### src/rtl/approx_mult_pkg.sv
// Shared widths and FSM state encoding for the approximate-multiplier error monitor.
// Latency: n/a (declarations only).
// Backpressure: n/a.
package approx_mult_pkg;

    // Default operand width and sample-counter width.
    localparam int DEF_W     = 8;
    localparam int DEF_CNT_W = 16;

    // Derived widths at the default sizing.
    localparam int ED_W   = 2 * DEF_W;           // error distance / product width
    localparam int SUM_W  = ED_W + DEF_CNT_W;    // sum of error distances
    localparam int SERR_W = SUM_W + 1;           // signed error sum

    typedef enum logic [1:0] {
        IDLE  = 2'd0,
        RUN   = 2'd1,
        DRAIN = 2'd2,
        DONE  = 2'd3
    } state_e;

endpackage

### src/rtl/approx_mult_err_monitor_err_stat_accum.sv
// err_stat_accum: S2 of the monitor; forms z_approx - exact, |diff|, and accumulates the statistics.
// Latency: statistics registers reflect an enabled sample on the next clock edge.
// Backpressure: none; en is a pure valid, every enabled cycle is absorbed.
// Ports: clk/rst (async active-high), clr (synchronous clear, wins over en), en (S1 valid),
//        exact/z_approx (S1 registers), sample_cnt/err_cnt/sum_ed/sum_err/max_ed (statistics).
module err_stat_accum #(
    parameter int W     = 8,
    parameter int CNT_W = 16
) (
    input  logic                 clk,
    input  logic                 rst,
    input  logic                 clr,
    input  logic                 en,
    input  logic [2*W-1:0]       exact,
    input  logic [2*W-1:0]       z_approx,
    output logic [CNT_W-1:0]     sample_cnt,
    output logic [CNT_W-1:0]     err_cnt,
    output logic [2*W+CNT_W-1:0] sum_ed,
    output logic [2*W+CNT_W:0]   sum_err,
    output logic [2*W-1:0]       max_ed
);

    logic [2*W:0]         diff;
    logic [2*W-1:0]       ed;

    logic [CNT_W-1:0]     sample_cnt_q, sample_cnt_d;
    logic [CNT_W-1:0]     err_cnt_q, err_cnt_d;
    logic [2*W+CNT_W-1:0] sum_ed_q, sum_ed_d;
    logic [2*W+CNT_W:0]   sum_err_q, sum_err_d;
    logic [2*W-1:0]       max_ed_q, max_ed_d;

    // Both operands are zero-extended by one bit, so diff[2W] is the sign.
    assign diff = {1'b0, z_approx} - {1'b0, exact};
    // Magnitude taken by subtracting in the right order, which always fits 2W bits.
    assign ed   = diff[2*W] ? (exact - z_approx) : (z_approx - exact);

    always_comb begin
        sample_cnt_d = sample_cnt_q;
        err_cnt_d    = err_cnt_q;
        sum_ed_d     = sum_ed_q;
        sum_err_d    = sum_err_q;
        max_ed_d     = max_ed_q;
        if (clr) begin
            sample_cnt_d = '0;
            err_cnt_d    = '0;
            sum_ed_d     = '0;
            sum_err_d    = '0;
            max_ed_d     = '0;
        end else if (en) begin
            sample_cnt_d = sample_cnt_q + CNT_W'(1);
            err_cnt_d    = err_cnt_q + CNT_W'(diff != '0);
            sum_ed_d     = sum_ed_q + {{CNT_W{1'b0}}, ed};
            sum_err_d    = sum_err_q + {{CNT_W{diff[2*W]}}, diff};
            if (ed > max_ed_q) begin
                max_ed_d = ed;
            end
        end
    end

    always_ff @(posedge clk or posedge rst) begin
        if (rst) begin
            sample_cnt_q <= '0;
            err_cnt_q    <= '0;
            sum_ed_q     <= '0;
            sum_err_q    <= '0;
            max_ed_q     <= '0;
        end else begin
            sample_cnt_q <= sample_cnt_d;
            err_cnt_q    <= err_cnt_d;
            sum_ed_q     <= sum_ed_d;
            sum_err_q    <= sum_err_d;
            max_ed_q     <= max_ed_d;
        end
    end

    assign sample_cnt = sample_cnt_q;
    assign err_cnt    = err_cnt_q;
    assign sum_ed     = sum_ed_q;
    assign sum_err    = sum_err_q;
    assign max_ed     = max_ed_q;

endmodule

### src/rtl/approx_mult_err_monitor.sv
// Characterises an 8x8 approximate multiplier: counts errors, sums |err| and err, tracks max |err|.
// Latency: stats reflect a sample 2 cycles after acceptance; done rises 3 cycles after the last accept.
// Backpressure: in_ready only in RUN while fewer than N samples accepted; one sample per clock sustained.
// Ports: clk, rst (async active-high), start/num_samples (run control), in_valid/in_ready/x/y/z_approx
//        (sample stream), busy/done (status), sample_cnt/err_cnt/sum_ed/sum_err/max_ed (results).
module approx_mult_err_monitor
    import approx_mult_pkg::*;
#(
    parameter int W     = DEF_W,
    parameter int CNT_W = DEF_CNT_W
) (
    input  logic                 clk,
    input  logic                 rst,
    input  logic                 start,
    input  logic [CNT_W-1:0]     num_samples,
    input  logic                 in_valid,
    output logic                 in_ready,
    input  logic [W-1:0]         x,
    input  logic [W-1:0]         y,
    input  logic [2*W-1:0]       z_approx,
    output logic                 busy,
    output logic                 done,
    output logic [CNT_W-1:0]     sample_cnt,
    output logic [CNT_W-1:0]     err_cnt,
    output logic [2*W+CNT_W-1:0] sum_ed,
    output logic [2*W+CNT_W:0]   sum_err,
    output logic [2*W-1:0]       max_ed
);

    state_e           state_q, state_d;
    logic [CNT_W-1:0] n_q, n_d;
    logic [CNT_W-1:0] acc_q, acc_d;
    logic             s1_vld_q, s1_vld_d;
    logic [2*W-1:0]   exact_q, exact_d;
    logic [2*W-1:0]   zapx_q, zapx_d;
    logic             accept;
    logic             stat_clr;

    assign in_ready = (state_q == RUN) && (acc_q < n_q);
    assign accept   = in_valid && in_ready;
    assign busy     = (state_q == RUN) || (state_q == DRAIN);
    assign done     = (state_q == DONE);
    // Statistics clear on a start seen in IDLE or DONE; the pipeline is empty then.
    assign stat_clr = start && ((state_q == IDLE) || (state_q == DONE));

    always_comb begin
        state_d = state_q;
        n_d     = n_q;
        acc_d   = acc_q;
        case (state_q)
            IDLE, DONE: begin
                if (start) begin
                    n_d     = num_samples;
                    acc_d   = '0;
                    state_d = (num_samples == '0) ? DONE : RUN;
                end
            end
            RUN: begin
                if (accept) begin
                    acc_d = acc_q + CNT_W'(1);
                    if (acc_d == n_q) begin
                        state_d = DRAIN;
                    end
                end
            end
            DRAIN: begin
                // The S2 update of the last sample lands on the same edge S1 empties.
                if (!s1_vld_q) begin
                    state_d = DONE;
                end
            end
            default: state_d = IDLE;
        endcase
    end

    // S1: exact product and the DUT's approximate product for each accepted sample.
    always_comb begin
        s1_vld_d = accept;
        exact_d  = exact_q;
        zapx_d   = zapx_q;
        if (accept) begin
            exact_d = {{W{1'b0}}, x} * {{W{1'b0}}, y};
            zapx_d  = z_approx;
        end
    end

    always_ff @(posedge clk or posedge rst) begin
        if (rst) begin
            state_q  <= IDLE;
            n_q      <= '0;
            acc_q    <= '0;
            s1_vld_q <= 1'b0;
            exact_q  <= '0;
            zapx_q   <= '0;
        end else begin
            state_q  <= state_d;
            n_q      <= n_d;
            acc_q    <= acc_d;
            s1_vld_q <= s1_vld_d;
            exact_q  <= exact_d;
            zapx_q   <= zapx_d;
        end
    end

    err_stat_accum #(
        .W     (W),
        .CNT_W (CNT_W)
    ) u_accum (
        .clk        (clk),
        .rst        (rst),
        .clr        (stat_clr),
        .en         (s1_vld_q),
        .exact      (exact_q),
        .z_approx   (zapx_q),
        .sample_cnt (sample_cnt),
        .err_cnt    (err_cnt),
        .sum_ed     (sum_ed),
        .sum_err    (sum_err),
        .max_ed     (max_ed)
    );

endmodule

### config.mk
export PLATFORM = sky130hd
export DESIGN_NAME = approx_mult_err_monitor
export DESIGN_NICKNAME = d
export VERILOG_FILES = /design/src/rtl/approx_mult_pkg.sv /design/src/rtl/approx_mult_err_monitor_err_stat_accum.sv /design/src/rtl/approx_mult_err_monitor.sv
export SDC_FILE = /design/constraint.sdc
export NUM_CORES = 1
export LEC_CHECK = 0
export CAP_MARGIN = 20
export CORE_UTILIZATION = 55
export CTS_BUF_LIST = sky130_fd_sc_hd__clkbuf_8
export DETAILED_ROUTE_END_ITERATION = 7
export GPL_ROUTABILITY_DRIVEN = 0
export GPL_TIMING_DRIVEN = 0
export PLACE_DENSITY = 0.78
export SYNTH_ARGS = -nofsm -noshare
export SYNTH_HDL_FRONTEND = slang
export SYNTH_SLANG_ARGS = --single-unit
### constraint.sdc
create_clock -name clk -period 16.75 [get_ports clk]
set_input_delay 3.35 -clock clk [delete_from_list [all_inputs] [get_ports clk]]
set_output_delay 3.35 -clock clk [all_outputs]
set_load 0.03 [all_outputs]
* After elaboration in Yosys (flattened, before gate mapping) *
Index checks and enable logic that the tools add are counted.

storage, ports and cells
  register bits = 180
  input bits = 52

operators by class
  reduce and logical (&&, ||, !) cells = 16
  $add $sub $neg = 8
  order comparisons = 2
  mux-type cells = 21
  eq/ne operators = 8
  multiply operators = 1

operator list
  kind                                                              number
  16-bit two-way mux                                                10
  33-bit two-way mux                                                2
  32-bit two-way mux                                                2
  33-bit adder                                                      1
  16-bit by 1-bit adder with 16-bit output (second input constant)  2
  32-bit by 16-bit adder with 32-bit output                         1
  16-bit case mux with 2 select lines                               1
  16-bit subtractor                                                 2
  17-bit nonzero test                                               1
  16-bit by 16-bit subtractor with 17-bit output                    1
  16-bit by 1-bit adder with 16-bit output                          1
  16-bit equality test                                              1
  16-bit > comparator                                               1
  16-bit zero test                                                  1
  16-bit less-than comparator                                       1
  8-bit by 8-bit multiplier with 16-bit output                      1
  2-bit two-way mux                                                 5
  2-bit != test (second input constant)                             3
  2-bit case mux with 3 select lines                                1
  2-bit nonzero test                                                3
  2-bit equality test (second input constant)                       2
  2-bit AND reduction                                               2
  4-bit AND reduction                                               1
  1-bit logical AND                                                 3
  6 further kinds                                                   7

* Logic depth before layout (Yosys ltp) *
Gate-level depths: netlist of the first run.

  depth after elaboration = 6
  depth in mapped cells = 24
  mapped depth without buffers = 21

* Hierarchy *
Synthesis of the first run repeated with hierarchy kept, for this count alone.

second synthesis, totals
  cells, all modules = 1763
  area total of the unflattened synthesis = 15112.0 sq um

by module, submodules not included
  module                   area each (sq um)  cells each  sequential area each (sq um)  times used
  err_stat_accum           9130.0             1085        2827.7                        1
  approx_mult_err_monitor  5982.0             678         1676.6                        1

* Worst setup path after synthesis of the first run *
OpenSTA, ideal clock, no wires.

  path kind = input to register
  start point = input x[1]
  end point = register exact_q[14]
  buffers on the path = 0
  setup slack = 9.529 ns
  arrival time = 7.087 ns
  library setup time = 0.134 ns
  stages on the path = 15
  required time = 16.616 ns
  path through = and2_1 -> fa_1 -> fa_1 -> fa_1 -> inv_1 -> fa_1 -> inv_1 -> ha_1 -> a21o_1 -> a31o_2 -> a211oi_1 -> o21ai_0 -> o311ai_0 -> xor2_1 -> o21ai_0

on the way
  word-level cells in the longest chain between the ends = 1

ends and longest elaborated chain
  what                                          line                            text
  start: declaration                            approx_mult_err_monitor.sv:18   input logic [W-1:0] x,
  8-bit by 8-bit multiplier with 16-bit output  approx_mult_err_monitor.sv:82   exact_d = {{W{1'b0}}, x} * {{W{1'b0}}, y};
  end signal: assignment                        approx_mult_err_monitor.sv:100  exact_q <= exact_d;
  end: declaration                              approx_mult_err_monitor.sv:34   logic [2*W-1:0] exact_q, exact_d;

No other way between the ends.
A chain may end at the register's enable or synchronous reset.

* Worst setup path in the final report of the first run *
  start point = input y[4]
  end point = register exact_q[15]

on the way
  word-level cells in the longest chain between the ends = 1

ends and longest elaborated chain
  what                                          line                           text
  start: declaration                            approx_mult_err_monitor.sv:19  input logic [W-1:0] y,
  8-bit by 8-bit multiplier with 16-bit output  approx_mult_err_monitor.sv:82

No other way between the ends.

==> results of run 1 <==
tightest hold or removal path: cells and delay by family, from the launching register on:
family             cells  cell delay (ns)
AOI/OAI and AO/OA      1             0.06
and+or+nand+nor        1             0.05
DFF                    1             0.36
worst paths after layout:
path,start,endpoint,slack (ns),cells after the start
hold reg to reg,exact_q[15]$_DFFE_PP0P_,exact_q[15]$_DFFE_PP0P_,0.49,2
hold / removal,exact_q[15]$_DFFE_PP0P_,exact_q[15]$_DFFE_PP0P_,0.49,2
min in group asynchronous,rst,n_q[15]$_DFFE_PP0P_,3.25,2
setup / recovery,y[4],exact_q[15]$_DFFE_PP0P_,9.13,18
setup reg to reg,zapx_q[0]$_DFFE_PP0P_,u_accum.max_ed[7]$_DFFE_PP0P_,10.93,23
max in group asynchronous,rst,exact_q[12]$_DFFE_PP0P_,12.47,3
logic make-up after synthesis:
group | Yosys count
adders and majority gates | 199
buffers and inverters | 221
and+or+nand+nor | 532
DFF | 180
AOI/OAI and AO/OA | 380
muxes | 82
xor gates and xnor gates | 128
cell usage in the layout (no fill, tap or decap), types with 5 or more instances in the layout:
master / count
dfrtp_1: 180
clkdlybuf4s50_1: 167
nor2_1: 160
ha_1: 159
inv_1: 154
nand2_1: 120
o21ai_0: 93
a21oi_1: 90
xnor2_1: 70
and2_1: 63
mux2i_1: 60
xor2_1: 58
a21o_1: 48
clkbuf_1: 47
nand3_1: 43
fa_1: 40
nor3_1: 26
mux2_2: 22
nand4_1: 21
and3_1: 21
nor2b_1: 18
o211ai_1: 18
clkbuf_8: 17
o21a_1: 13
a211oi_1: 13
or3_1: 13
o31ai_1: 13
nand2b_1: 12
a22o_1: 11
o21bai_1: 10
a31oi_1: 9
buf_2: 8
nor4_1: 8
and4_1: 7
a21boi_0: 5
or2_2: 5
o21ai_1: 5
o41ai_1: 5
through the flow:
step / cells / util / instance area [um2]
global placement: 2261 / 0.643 / 17400
global route: 2294 / 0.660 / 17900
finish: 2294 / 0.660 / 17900
floorplan: 1722 / - / 15300
detailed placement: 2262 / 0.644 / 17500
CTS: 2294 / 0.660 / 17900
final cells by class:
type / count / area (um2) / share of cell area
plain buffers: 66 / 294 / 0.0164
multi-input cells: 1321 / 9900 / 0.554
inverters: 155 / 589 / 0.0329
repair buffers: 168 / 1700 / 0.0950
flip-flops and latches: 180 / 4500 / 0.252
well taps: 372 / 465 / 0.0260
clock buffers: 17 / 234 / 0.0131
clock inverters: 15 / 195 / 0.0109
cells in the mapped netlist (48+ instances only):
cell type,instances,share of area
a21o_1,48,0.024
a21oi_1,90,0.029
and2_1,63,0.026
dfrtp_1,180,0.29
ha_1,159,0.13
inv_1,154,0.038
mux2i_1,60,0.039
nand2_1,120,0.029
nor2_1,160,0.039
o21ai_0,93,0.030
xnor2_1,70,0.040
xor2_1,58,0.033
metal layers:
layer / track usage / up-vias
li1: - / 6345
met1: 0.352 / 6347
met2: 0.491 / 402
met3: 0.0295 / 48
met4: 0.0921 / 0
met5: 0 / -
flip-flops by register name, summed over array words and instances, names as in the netlist:
signal and cells:
u_accum.err_cnt 16, u_accum.max_ed 16, zapx_q 16, state_q 2, n_q 16, acc_q 16
u_accum.sum_err 33, s1_vld_q 1, u_accum.sample_cnt 16, exact_q 16, u_accum.sum_ed 32
==> metrics.md, run 1 <==
| Metric | Value |
|---|---|
| Final Hold Vio Count | 0 |
| Hold-fix buffers at CTS | 0 |
| Clock skew | 0.0261 ns |
| Die area | ~0.028 mm2 |
| ANT cells | 0 |
| DR pass1 iterations | 5 |
| Vias in the first global route | ~13000 |
| Row count | 60 |
| Core area | between 0.02 and 0.03 mm2 |
| Total Routed Length | 38400 um |
| Post-Synth XOR/XNOR Area | 0.0733 |
| Avg WL per Cell | 16.7 um |
| Synth Register Bits | 180 |
| Met1 wire length | 16800 um |
| CP Max Fanout | 8 |
| Initial DRC count | 961 |
| Final period utilization | 0.455 |
| Layout cells sized above 1 | 0.0494 |
| Clock latency on the worst-skew pair | 0.50 ns |
| Setup Crit Path Kind | in2reg |
| Crit. End Element | flip-flop |
| Slew @ Worst Pin | ~0.94 ns |
| Clk buf depth | 2 |
| Synth-to-Final Area Change | 17.0% |
| DRC | 0 |
| Final worst path period need | 7.62 ns |
| Compound-cell area share of the yosys netlist | 0.167 |
| Uppermost layer routed | met4 |
| Gate Count Post-Synth | 1722 |
| Via density | 5.73 |
| Final setup TNS | 0 ns |
| RSZ-0062 raised after global routing | no |
| Fillcell total | 2193 |
| DR WL met2 | 18900 um |
| Total grt overflow | 0 |
| Number of synthesized flops with an enable pin | 0 |
| Post_cts resized | 0 |
| Worst-path cell with the longest stage delay | clkdlybuf4s50_1 |
| Placement Setup Slack | 8.62 ns |
| Final setup fails | 0 |
| First-pass GRT wire length | 63900 um |
| Final WS setup | between 9 and 10 ns |
| Syn Std Cell Area | 0.0153 mm2 |
| Largest family of logic cells by synthesized area | adder cells |
| Synthesis Warnings | 0 |
| Critical Path AT | 7.98 ns |
| Post-synth ARST share | 1.00 |
| Worst hold path class | reg2reg |
| Die Y | 169 um |
| Post-synthesis area per instance | 8.88 um2 |
| Top delay family on crit path | adder cells |
| CTS root buffer | clkbuf_8 |
| ANT nets after route | 0 |
| CP bufs+invs | 5 |
| Port Buffers | 167 |
| Initial antenna violation count | 0 |
| Num CTS Buffers | 17 |
| # H-tree levels | 4 |
| Main synth FF type | dfrtp_1 |
| Status | complete, no violations |
| Detail Placement HPWL | ~30000 um |
| Fmax | 131 MHz |
| Multiplexer share of the synthesized area | 0.0555 |
| Critical Path Source Type | input port |
| Slew HR | 0.373 |
| CTS Sinks | 180 |
| CP max stage delay | between 0.5 and 0.6 ns |
| Seq/Total Area, Yosys | 0.295 |
| Pins over their slew limit | 0 |
| Met3 wire len | approximately 2000 um |
| Adder-cell area share of the yosys netlist | 0.183 |
| Worst-path clk slew | 0.10 ns |
| TritonCTS clock tree | done |
| Post-synthesis simple-gate area fraction | 0.169 |
| CP cell instances | clkdlybuf4s50_1, and2_1, fa_1, inv_1, fa_1, inv_1, fa_1, inv_1, fa_1, inv_1, ha_1, a21boi_0, o211ai_1, a21boi_0, o31ai_1, a21oi_1, xnor2_1, o21ai_0 |
| # nets final | 2160 |
| Post-CTS Setup Inserts | 0 |
| Largest net degree at the start of global routing | 134 |
| # IOs | roughly 170 |
| Mapped Nets | 1973 |
| DR vias | 13100 |
| Max Cap Viol | 0 |
| Die X | 169 um |
| GRT Total Usage | 0.277 |
| Worst Path Required | 17.11 ns |
| Cell variety after synth | 80 |
| Initial Util | 0.564 |
| Fin Hold WS | around 0.49 ns |
Power of run 1 is left out: the tool's default activity adds up to more than one toggle a clock period on the data nets, which glitch-free logic cannot reach.
==> inputs of run 2 (changes only) <==
==> constraint.sdc (replaced) <==
create_clock -name clk -period 7.7 [get_ports clk]
set_input_delay 1.54 -clock clk [delete_from_list [all_inputs] [get_ports clk]]
set_output_delay 1.54 -clock clk [all_outputs]
set_load 0.03 [all_outputs]
==> results of run 2 <==
Same layout as run 1 (identical final DEF). Status: complete, no violations.
Main changes from that run: setup slack after placement 8.62 ns -> 1.38 ns; setup slack after layout 9.13 ns -> 1.88 ns; start point of the critical path y[4] -> zapx_q[0]$_DFFE_PP0P_; end point of the critical path exact_q[15]$_DFFE_PP0P_ -> u_accum.max_ed[7]$_DFFE_PP0P_; register-to-register setup slack 10.93 ns -> 1.88 ns
Power of run 2 is left out for the same reason.
==> inputs of run 3 (changes only) <==
--- a/config.mk
+++ b/config.mk
@@ -6,12 +6,12 @@
 export NUM_CORES = 1
 export LEC_CHECK = 0
 export CAP_MARGIN = 20
-export CORE_UTILIZATION = 55
+export CORE_UTILIZATION = 54
 export CTS_BUF_LIST = sky130_fd_sc_hd__clkbuf_8
 export DETAILED_ROUTE_END_ITERATION = 7
 export GPL_ROUTABILITY_DRIVEN = 0
 export GPL_TIMING_DRIVEN = 0
-export PLACE_DENSITY = 0.78
+export PLACE_DENSITY = 0.8
 export SYNTH_ARGS = -nofsm -noshare
 export SYNTH_HDL_FRONTEND = slang
 export SYNTH_SLANG_ARGS = --single-unit
==> constraint.sdc (replaced) <==
create_clock -name clk -period 4.7 [get_ports clk]
set_input_delay 0.94 -clock clk [delete_from_list [all_inputs] [get_ports clk]]
set_output_delay 0.94 -clock clk [all_outputs]
set_load 0.03 [all_outputs]
==> run 3 against run 2 <==
Net effect:
- the run now ends with setup timing left
- design area is 9.1% higher
- critical path depth stayed put
- die area is 1.8% higher
- sequential share of layout area is 2.1 points lower
- first-iteration DRC count is 30% higher
- fmax is 17% higher
- clock skew is 0.0010 ns lower
- final cell count is 3.4% higher
- critical path type unchanged
- largest cell class unchanged
==> metrics.md, run 3 (synthesis results as in run 1) <==
| Metric | Value |
|---|---|
| Worst-path cell with the longest stage delay | or4_4 |
| Final design utilization | 0.702 (+0.0422) |
| # IOs | 168 (unchanged) |
| GRT Total Usage | 0.303 (+0.0255) |
| Crit. End Element | flip-flop |
| Clock latency on the worst-skew pair | 0.50 ns (about the same) |
| Synth-to-Final Area Change | 27.6% |
| Final setup fails | 35 (+35) |
| Num CTS Buffers | 17 (unchanged) |
| Initial antenna violation count | 0 (unchanged) |
| Initial DRC count | 1247 (+30%) |
| Final worst path period need | 4.96 ns |
| Critical Path Source Type | flip-flop |
| Clock skew | 0.0251 ns (-0.00103 ns) |
| Hold-fix buffers at CTS | 0 (unchanged) |
| CP Launch Point | zapx_q[0]$_DFFE_PP0P_ |
| Fillcell total | 2004 (-8.6%) |
| Die Y | 170 um (+0.91%) |
| Final Instance Area | 0.0195 mm2 (+9.1%) |
| Most frequent cells in the layout | 179 x dfrtp_1, 155 x nor2_1, 151 x clkdlybuf4s50_1 |
| CTS Sinks | 180 (unchanged) |
| Area occupied by registers | 0.00451 mm2 (about the same) |
| Commonest non-fill, non-tap cell in the layout | dfrtp_1 |
| Crit Reg-Reg Startpoint | zapx_q[0]$_DFFE_PP0P_ |
| TritonCTS clock tree | done |
| Failing checks | setup timing |
| ANT cells | 0 (unchanged) |
| Total grt overflow | 0 (unchanged) |
| Die area | 0.0290 mm2 (+1.8%) |
| Fmax | 202 MHz |
| CP max stage delay | approximately 0.43 ns |
| ANT nets after route | 0 (unchanged) |
| Critical Path AT | 5.34 ns |
| DRC | 0 (unchanged) |
| Max reg flops | 33 (unchanged) |
| Final period utilization | 1.06 |
| Worst-path clk slew | 0.11 ns (about the same) |
| Clk buf depth | 2 (unchanged) |
| Area occupied by multi-input gates | 0.0108 mm2 (+9.3%) |
| Hold path startpoint | n_q[0]$_DFFE_PP0P_ |
| DR vias | 14300 (+9.0%) |
| Status | complete, but fails checks |
| Worst hold path class | reg2reg |
| Final setup TNS | -5.10 ns (-5.10 ns) |
| Setup Crit Path Kind | reg2reg |
| Placed Area | 0.0176 mm2 (+0.64%) |
| Final Hold Vio Count | 0 (unchanged) |
| Port Buffers | 167 (unchanged) |
| Detail Placement HPWL | 31200 um (+4.4%) |
| Core area | 0.0278 mm2 (+2.5%) |
| CP Max Fanout | 8 |
| Layout cells sized above 1 | 0.155 (+0.106) |
| Slew @ Worst Pin | 0.984 ns (+0.0435 ns) |
| Max Cap Viol | 0 (unchanged) |
| Via density | 6.03 (+5.3%) |
| Die X | 170 um (+0.91%) |
| # H-tree levels | 4 (unchanged) |
| DR pass1 iterations | 5 (unchanged) |
| # nets final | 2234 (+3.4%) |
| RSZ-0062 raised after global routing | yes |
| Final WS setup | -0.261 ns |
| Vias in the first global route | 13900 (+6.9%) |
| Avg WL per Cell | 19.2 um (+15%) |
| Slew HR | 0.344 (-0.0290) |
| Largest net degree at the start of global routing | 45 (-66%) |
| CTS root buffer | clkbuf_8 |
| CP cell instances | inv_1, ha_2, inv_2, fa_2, a211oi_4, o21ai_2, a31oi_2, o21a_2, a31o_4, buf_12, mux2i_4, xor2_2, buf_4, ha_1, a21oi_1, nor2_1, or4_4, o21ai_2, o221a_4, or3_4, buf_6, xor2_1, nor2_1 |
| First-pass GRT wire length | 69800 um (+9.2%) |
| Initial Util | 0.550 (-0.0138) |
| Pins over their slew limit | 0 (unchanged) |
| Total Routed Length | 45600 um (+19%) |
| Row count | 61 (+1.7%) |
| Worst Path Required | 5.07 ns |
[run 3: cell count changes in the layout (fill, tap and decap cells not counted), moves of 9 or more]
cell,before,now
clkdlybuf4s50_1,167,151
buf_4,1,68
o21ai_0,93,79
ha_1,159,136
a21oi_1,90,76
clkbuf_2,2,14
xnor2_1,70,61
clkbuf_1,47,35
mux2i_1,60,51
ha_4,0,19
buf_6,4,16
a21oi_2,1,12
[run 3: timing repair]
| action | in CTS | in global routing |
|---|---|---|
| buffers inserted | 56 | 28 |
| endpoints found under the setup margin | 54 | 61 |
| cloned | 3 | 0 |
| pin swaps | 69 | 73 |
| resized for setup | 127 | 120 |
[run 3: per-layer routing]
layer,up-vias,GRT usage,share of wire
li1,6492,-,-
met1,6916,0.366,0.39
met2,700,0.527,0.49
met3,212,0.0426,0.070
met4,0,0.150,0.052
met5,-,0,0
[run 3: per-stage QoR]
step                cells  hold slack, ns  setup slack [ns]
CTS                  2356           0.504            -0.286
finish               2373           0.508            -0.261
global route         2373           0.552            -0.634
floorplan            1722           0.450           0.00207
global placement     2267           0.467            -0.823
detailed placement   2271           0.478            -0.890
[run 3: area by class of cell]
| cell class | instances | area share |
|---|---|---|
| multi-input combinational | 1321 | 0.555 |
| sequential | 180 | 0.231 |
| timing repair buffer | 254 | 0.123 |
| inverter | 155 | 0.0300 |
| tap | 378 | 0.0242 |
| buffer | 54 | 0.0145 |
| clock buffer | 18 | 0.0127 |
| clock inverter | 13 | 0.00943 |
[run 3: path summary, 6_finish.rpt]
check | endpoint | slack (ns) | cells past startpoint
min in group asynchronous | u_accum.sum_ed[3]$_DFFE_PP0P_ | 0.87 | 2
max | u_accum.sum_ed[16]$_DFFE_PP0P_ | -0.26 | 23
min reg2reg | n_q[0]$_DFFE_PP0P_ | 0.51 | 2
max in group asynchronous | acc_q[1]$_DFFE_PP0P_ | 2.90 | 4
min | n_q[0]$_DFFE_PP0P_ | 0.51 | 2
max reg2reg | u_accum.sum_ed[16]$_DFFE_PP0P_ | -0.26 | 23
[run 3: critical path: cells and delay by family (launching register included)]
kind | cells | cell delay [ns]
and+or+nand+nor | 4 | 0.81
buffers and inverters | 5 | 0.54
xor gates and xnor gates | 2 | 0.36
DFF | 1 | 0.40
muxes | 1 | 0.27
AOI/OAI and AO/OA | 8 | 1.69
adders and majority gates | 3 | 0.78
Power of run 3 is left out for the same reason.
